### src/rtl/yarp_lsu.sv
// Load/store unit: turns one core data access into a single-beat bus transaction
// with byte-lane steering, load extension, alignment rejection and a wait timeout.
module yarp_lsu #(
  parameter int unsigned TIMEOUT_CYCLES = 16
) (
  input  logic        clk,
  input  logic        reset_n,
  input  logic        lsu_req_i,
  input  logic        lsu_wr_i,
  input  logic [1:0]  lsu_byte_i,
  input  logic        lsu_zero_extnd_i,
  input  logic [31:0] lsu_addr_i,
  input  logic [31:0] lsu_wdata_i,
  output logic        lsu_stall_o,
  output logic [31:0] lsu_rdata_o,
  output logic        lsu_misaligned_o,
  output logic        lsu_timeout_o,
  output logic        mem_req_o,
  output logic        mem_we_o,
  output logic [31:0] mem_addr_o,
  output logic [3:0]  mem_be_o,
  output logic [31:0] mem_wdata_o,
  input  logic        mem_gnt_i,
  input  logic        mem_rvalid_i,
  input  logic [31:0] mem_rdata_i
);

  typedef enum logic [1:0] {IDLE, REQ, WAIT, DONE} state_t;

  state_t      state, state_nxt;
  logic [31:0] cnt;
  logic [1:0]  off_q;
  logic [1:0]  size_q;
  logic        zext_q;
  logic        legal;
  logic        tmo_hit;
  logic [3:0]  be_nxt;
  logic [31:0] wdata_nxt;
  logic [31:0] shifted;
  logic [31:0] load_fmt;

  always_comb begin
    legal     = 1'b0;
    be_nxt    = 4'b1111;
    wdata_nxt = lsu_wdata_i;
    case (lsu_byte_i)
      2'b00: begin
        legal     = 1'b1;
        be_nxt    = 4'b0001 << lsu_addr_i[1:0];
        wdata_nxt = {4{lsu_wdata_i[7:0]}};
      end
      2'b01: begin
        legal     = ~lsu_addr_i[0];
        be_nxt    = 4'b0011 << lsu_addr_i[1:0];
        wdata_nxt = {2{lsu_wdata_i[15:0]}};
      end
      2'b11: legal = (lsu_addr_i[1:0] == 2'b00);
      default: legal = 1'b0;
    endcase
  end

  // Timeout fires on the cycle the count would reach the limit; progress in
  // that same cycle takes priority because grant/rvalid are tested first.
  assign tmo_hit = (TIMEOUT_CYCLES != 0) && ((cnt + 32'd1) == TIMEOUT_CYCLES);

  always_comb begin
    shifted = mem_rdata_i >> {off_q, 3'b000};
    case (size_q)
      2'b00:   load_fmt = zext_q ? {24'h0, shifted[7:0]}   : {{24{shifted[7]}}, shifted[7:0]};
      2'b01:   load_fmt = zext_q ? {16'h0, shifted[15:0]}  : {{16{shifted[15]}}, shifted[15:0]};
      default: load_fmt = shifted;
    endcase
  end

  always_comb begin
    state_nxt        = state;
    lsu_stall_o      = 1'b0;
    lsu_misaligned_o = 1'b0;
    case (state)
      IDLE: begin
        if (lsu_req_i && legal) begin
          state_nxt   = REQ;
          lsu_stall_o = 1'b1;
        end else if (lsu_req_i) begin
          lsu_misaligned_o = 1'b1;
        end
      end
      REQ: begin
        lsu_stall_o = 1'b1;
        if (mem_gnt_i)    state_nxt = mem_we_o ? DONE : WAIT;
        else if (tmo_hit) state_nxt = DONE;
      end
      WAIT: begin
        lsu_stall_o = 1'b1;
        if (mem_rvalid_i || tmo_hit) state_nxt = DONE;
      end
      DONE:    state_nxt = IDLE;
      default: state_nxt = IDLE;
    endcase
    if (!reset_n) begin
      lsu_stall_o      = 1'b0;
      lsu_misaligned_o = 1'b0;
    end
  end

  always_ff @(posedge clk) begin
    if (!reset_n) begin
      state         <= IDLE;
      cnt           <= '0;
      mem_req_o     <= 1'b0;
      mem_we_o      <= 1'b0;
      mem_addr_o    <= '0;
      mem_be_o      <= '0;
      mem_wdata_o   <= '0;
      lsu_rdata_o   <= '0;
      lsu_timeout_o <= 1'b0;
      off_q         <= '0;
      size_q        <= '0;
      zext_q        <= 1'b0;
    end else begin
      state         <= state_nxt;
      lsu_timeout_o <= 1'b0;
      case (state)
        IDLE: begin
          if (lsu_req_i && legal) begin
            mem_req_o   <= 1'b1;
            mem_we_o    <= lsu_wr_i;
            mem_addr_o  <= {lsu_addr_i[31:2], 2'b00};
            mem_be_o    <= be_nxt;
            mem_wdata_o <= wdata_nxt;
            off_q       <= lsu_addr_i[1:0];
            size_q      <= lsu_byte_i;
            zext_q      <= lsu_zero_extnd_i;
            cnt         <= '0;
          end
        end
        REQ: begin
          if (mem_gnt_i) begin
            mem_req_o <= 1'b0;
            cnt       <= '0;
            if (mem_we_o) lsu_rdata_o <= '0;
          end else if (tmo_hit) begin
            mem_req_o     <= 1'b0;
            lsu_timeout_o <= 1'b1;
            lsu_rdata_o   <= '0;
          end else begin
            cnt <= cnt + 32'd1;
          end
        end
        WAIT: begin
          if (mem_rvalid_i) begin
            lsu_rdata_o <= load_fmt;
          end else if (tmo_hit) begin
            lsu_timeout_o <= 1'b1;
            lsu_rdata_o   <= '0;
          end else begin
            cnt <= cnt + 32'd1;
          end
        end
        DONE:    lsu_rdata_o <= '0;
        default: ;
      endcase
    end
  end

endmodule
### config.mk
export PLATFORM = sky130hd
export DESIGN_NAME = yarp_lsu
export DESIGN_NICKNAME = d
export VERILOG_FILES = /design/src/rtl/yarp_lsu.sv
export SDC_FILE = /design/constraint.sdc
export NUM_CORES = 1
export LEC_CHECK = 0
export BUFFER_PORTS_ARGS = -buffer_cell sky130_fd_sc_hd__buf_2
export CAP_MARGIN = 0
export CORE_MARGIN = 5
export CORE_UTILIZATION = 53
export DETAILED_ROUTE_END_ITERATION = 6
export GPL_ROUTABILITY_DRIVEN = 1
export PLACE_DENSITY_LB_ADDON = 0.05
export SLEW_MARGIN = 20
export SYNTH_ARGS = -nofsm -noshare
export SYNTH_HDL_FRONTEND = slang
export SYNTH_SLANG_ARGS = --single-unit
### constraint.sdc
create_clock -name clk -period 4.4 [get_ports clk]
set_input_delay 0.44 -clock clk [delete_from_list [all_inputs] [get_ports clk]]
set_output_delay 0.44 -clock clk [all_outputs]
set_load 0.1 [all_outputs]
==> metrics.txt <==
status complete, no violations; Worst R2R Path Depth 10; syn_area_per_cell 7.48 um^2; die area 16,400 um^2; total routed wirelength 22.4 mm; Final Setup Violations 0; row count 43; hold buffer count at cts 0; Synth Flop Type dfxtp_1; Sink Count 140; synthesized netlist cell count 989; Fin. Hold Viols 0; clock share of power 0.313; met3 Track Usage GR 0.106; Buffers on Ports 207; Final min period 4040 ps; core box area 13,800 um^2; initial antenna violation count 3; Switch Pwr 2.20 mW; worst IR drop on VDD 429 uV; Clk pin slew, worst setup/hold paths 60 ps; nets@finish 1,251; yosys warns 0; Seq/Total Area, Yosys 0.379; Synth-to-Final Area Change 22.1%; critical path endpoint category flop; fraction of layout cells with a size suffix above 1 0.242; Power Internal 2.70 mW; Post-DP HPWL 15.5 mm; first-pass GRT wire length 35.7 mm; Die X 128 um; final slew viol count 0; Slew HR 0.318; Least-Margin Pin Slew 1020 ps; Seq pwr share 0.301; starting density of the core 0.537; Clock Skew 5.65 ps; critical path startpoint category flop; GR peak layer met2; largest net degree at the start of global routing 90; GR Util met2 0.431; cts bufs inserted 17; hold crit path type input pin to flop; number of synthesized flops with an enable pin 0; WHS Path Cells 3; Finished Layout Cells 1,334; number of global-route vias before repair 7,185; Via-to-Cell Ratio 5.77; Seq cells post-synth 140; DIE HEIGHT 128 um; period utilization 0.919; CTS max path bufs 2; Critical Path RT 4710 ps; unrepaired setup endpoints after global routing no; sw frac 0.449; setup bufs post-CTS 0; commonest non-fill, non-tap cells in the layout nand2_1 (221), buf_2 (207), dfxtp_1 (140), a21oi_1 (103), o21ai_0 (86); num ports 210; DRT Pass-1 Iters 5; synth unique cells 61; CP arrival 4350 ps; H-tree depth 4; vias 7,701; drt wl/cell 16.8 um; Logic pwr share 0.386; commonest non-fill, non-tap cell in the layout nand2_1; Tot GR Track Use 0.269; setup TNS 0 ps; Pleak 3.62 nW; CTS tree done; mapped cell area 7400 um^2; Peak Freq 247 MHz; Detail Route Antenna Nets 0; pwr/cell area 542 nW/um^2; FFs w/ async S/R, synth 0; WS Path Type flop to flop; global route overflow 0; met1 Resource Use GR 0.329; routability congestion estimate 0.946; Max FO, Critical Path 32; placed cells 1,301; CTS root buf clkbuf_16; DRC 0; worst skew pair latency 430 ps; starting DRC count in detailed routing 543; # Max-Cap Violations 0; Post-CTS Resized 0
cell families after synthesis:
family          synth area share
compound gates             0.208
xor+xnor                  0.0189
fa+ha+maj                 0.0101
buf+inv                   0.0534
flops                      0.379
mux                       0.0567
other cells             0.000507
simple gates               0.274
final cells by class:
class | count | area [um^2]
fillers | 1289 | 4740
multi-input cells | 756 | 4220
flip-flops and latches | 140 | 2800
repair buffers | 219 | 1130
clock buffers | 19 | 453
well taps | 180 | 225
clock inverters | 13 | 179
inverters | 6 | 25.0
diodes | 1 | 2.50
worst paths after layout:
| check | from | end | slack, ps |
|---|---|---|---|
| max reg2reg | cnt[0] | lsu_rdata_o[1] | 360 |
| min reg2reg | mem_addr_o[16] | mem_addr_o[16] | 450 |
| min | lsu_addr_i[7] | mem_addr_o[7] | 240 |
| max | cnt[0] | lsu_rdata_o[1] | 360 |
sequential cells by signal, indices dropped and copies added (netlist names):
| name | cells |
|---|---|
| cnt | 32 |
| lsu_rdata_o | 32 |
| mem_wdata_o | 32 |
| mem_addr_o | 30 |
| mem_be_o | 4 |
| off_q | 2 |
| size_q | 2 |
| state | 2 |
| lsu_timeout_o | 1 |
| mem_req_o | 1 |
| mem_we_o | 1 |
| zext_q | 1 |
per-stage QoR:
step           worst slack [ps]  hold WS (ps)  utilization  instance area [um^2]  total power [mW]
2_1_floorplan               365           445            -                  7400              2.99
3_3_place_gp                660           439        0.610                  8400              3.37
3_5_place_dp                475           443        0.610                  8400              3.38
4_1_cts                     439           223        0.656                  9030              4.92
5_1_grt                     168           227        0.656                  9030              5.12
6_report                    356           238        0.656                  9030              4.90
power groups by stage:
stage,registers [mW],logic (mW),clock network (mW)
2_1_floorplan,2.30,0.693,0
3_3_place_gp,1.49,1.88,0
3_5_place_dp,1.50,1.89,0
4_1_cts,1.47,1.89,1.56
5_1_grt,1.49,2.02,1.62
6_report,1.47,1.89,1.53
layer usage:
layer,part of all wire,up-vias
met5,0.0012,-
met1,0.41,3550
met4,0.024,4
met3,0.093,52
met2,0.47,285
li1,-,3810
cells in the mapped netlist, drive strengths merged, types with 8 or more instances:
master | number | share of area
clkbuf | 68 | 0.035
nand4 | 19 | 0.017
a21oi | 103 | 0.070
a211oi | 11 | 0.011
mux2i | 34 | 0.046
nor2 | 54 | 0.027
nand2 | 222 | 0.11
or4 | 8 | 0.0086
o21ai | 87 | 0.059
nor3 | 22 | 0.016
xnor2 | 12 | 0.014
nor4 | 8 | 0.0076
buf | 20 | 0.016
o211ai | 14 | 0.014
dfxtp | 140 | 0.38
and3 | 14 | 0.012
a311oi | 9 | 0.011
nand3 | 36 | 0.025
o41ai | 8 | 0.010
worst max-delay path, cell delays in order (launching register included):
cell,delay [ps]
dfxtp_1,420
ha_1,280
nand4_2,260
or4_1,600
nor4_1,500
xnor2_1,210
nand4b_1,120
or4_4,450
o32a_1,650
o21ai_0,330
a21oi_1,100
Note: power is estimated with default switching activity, not from simulation.
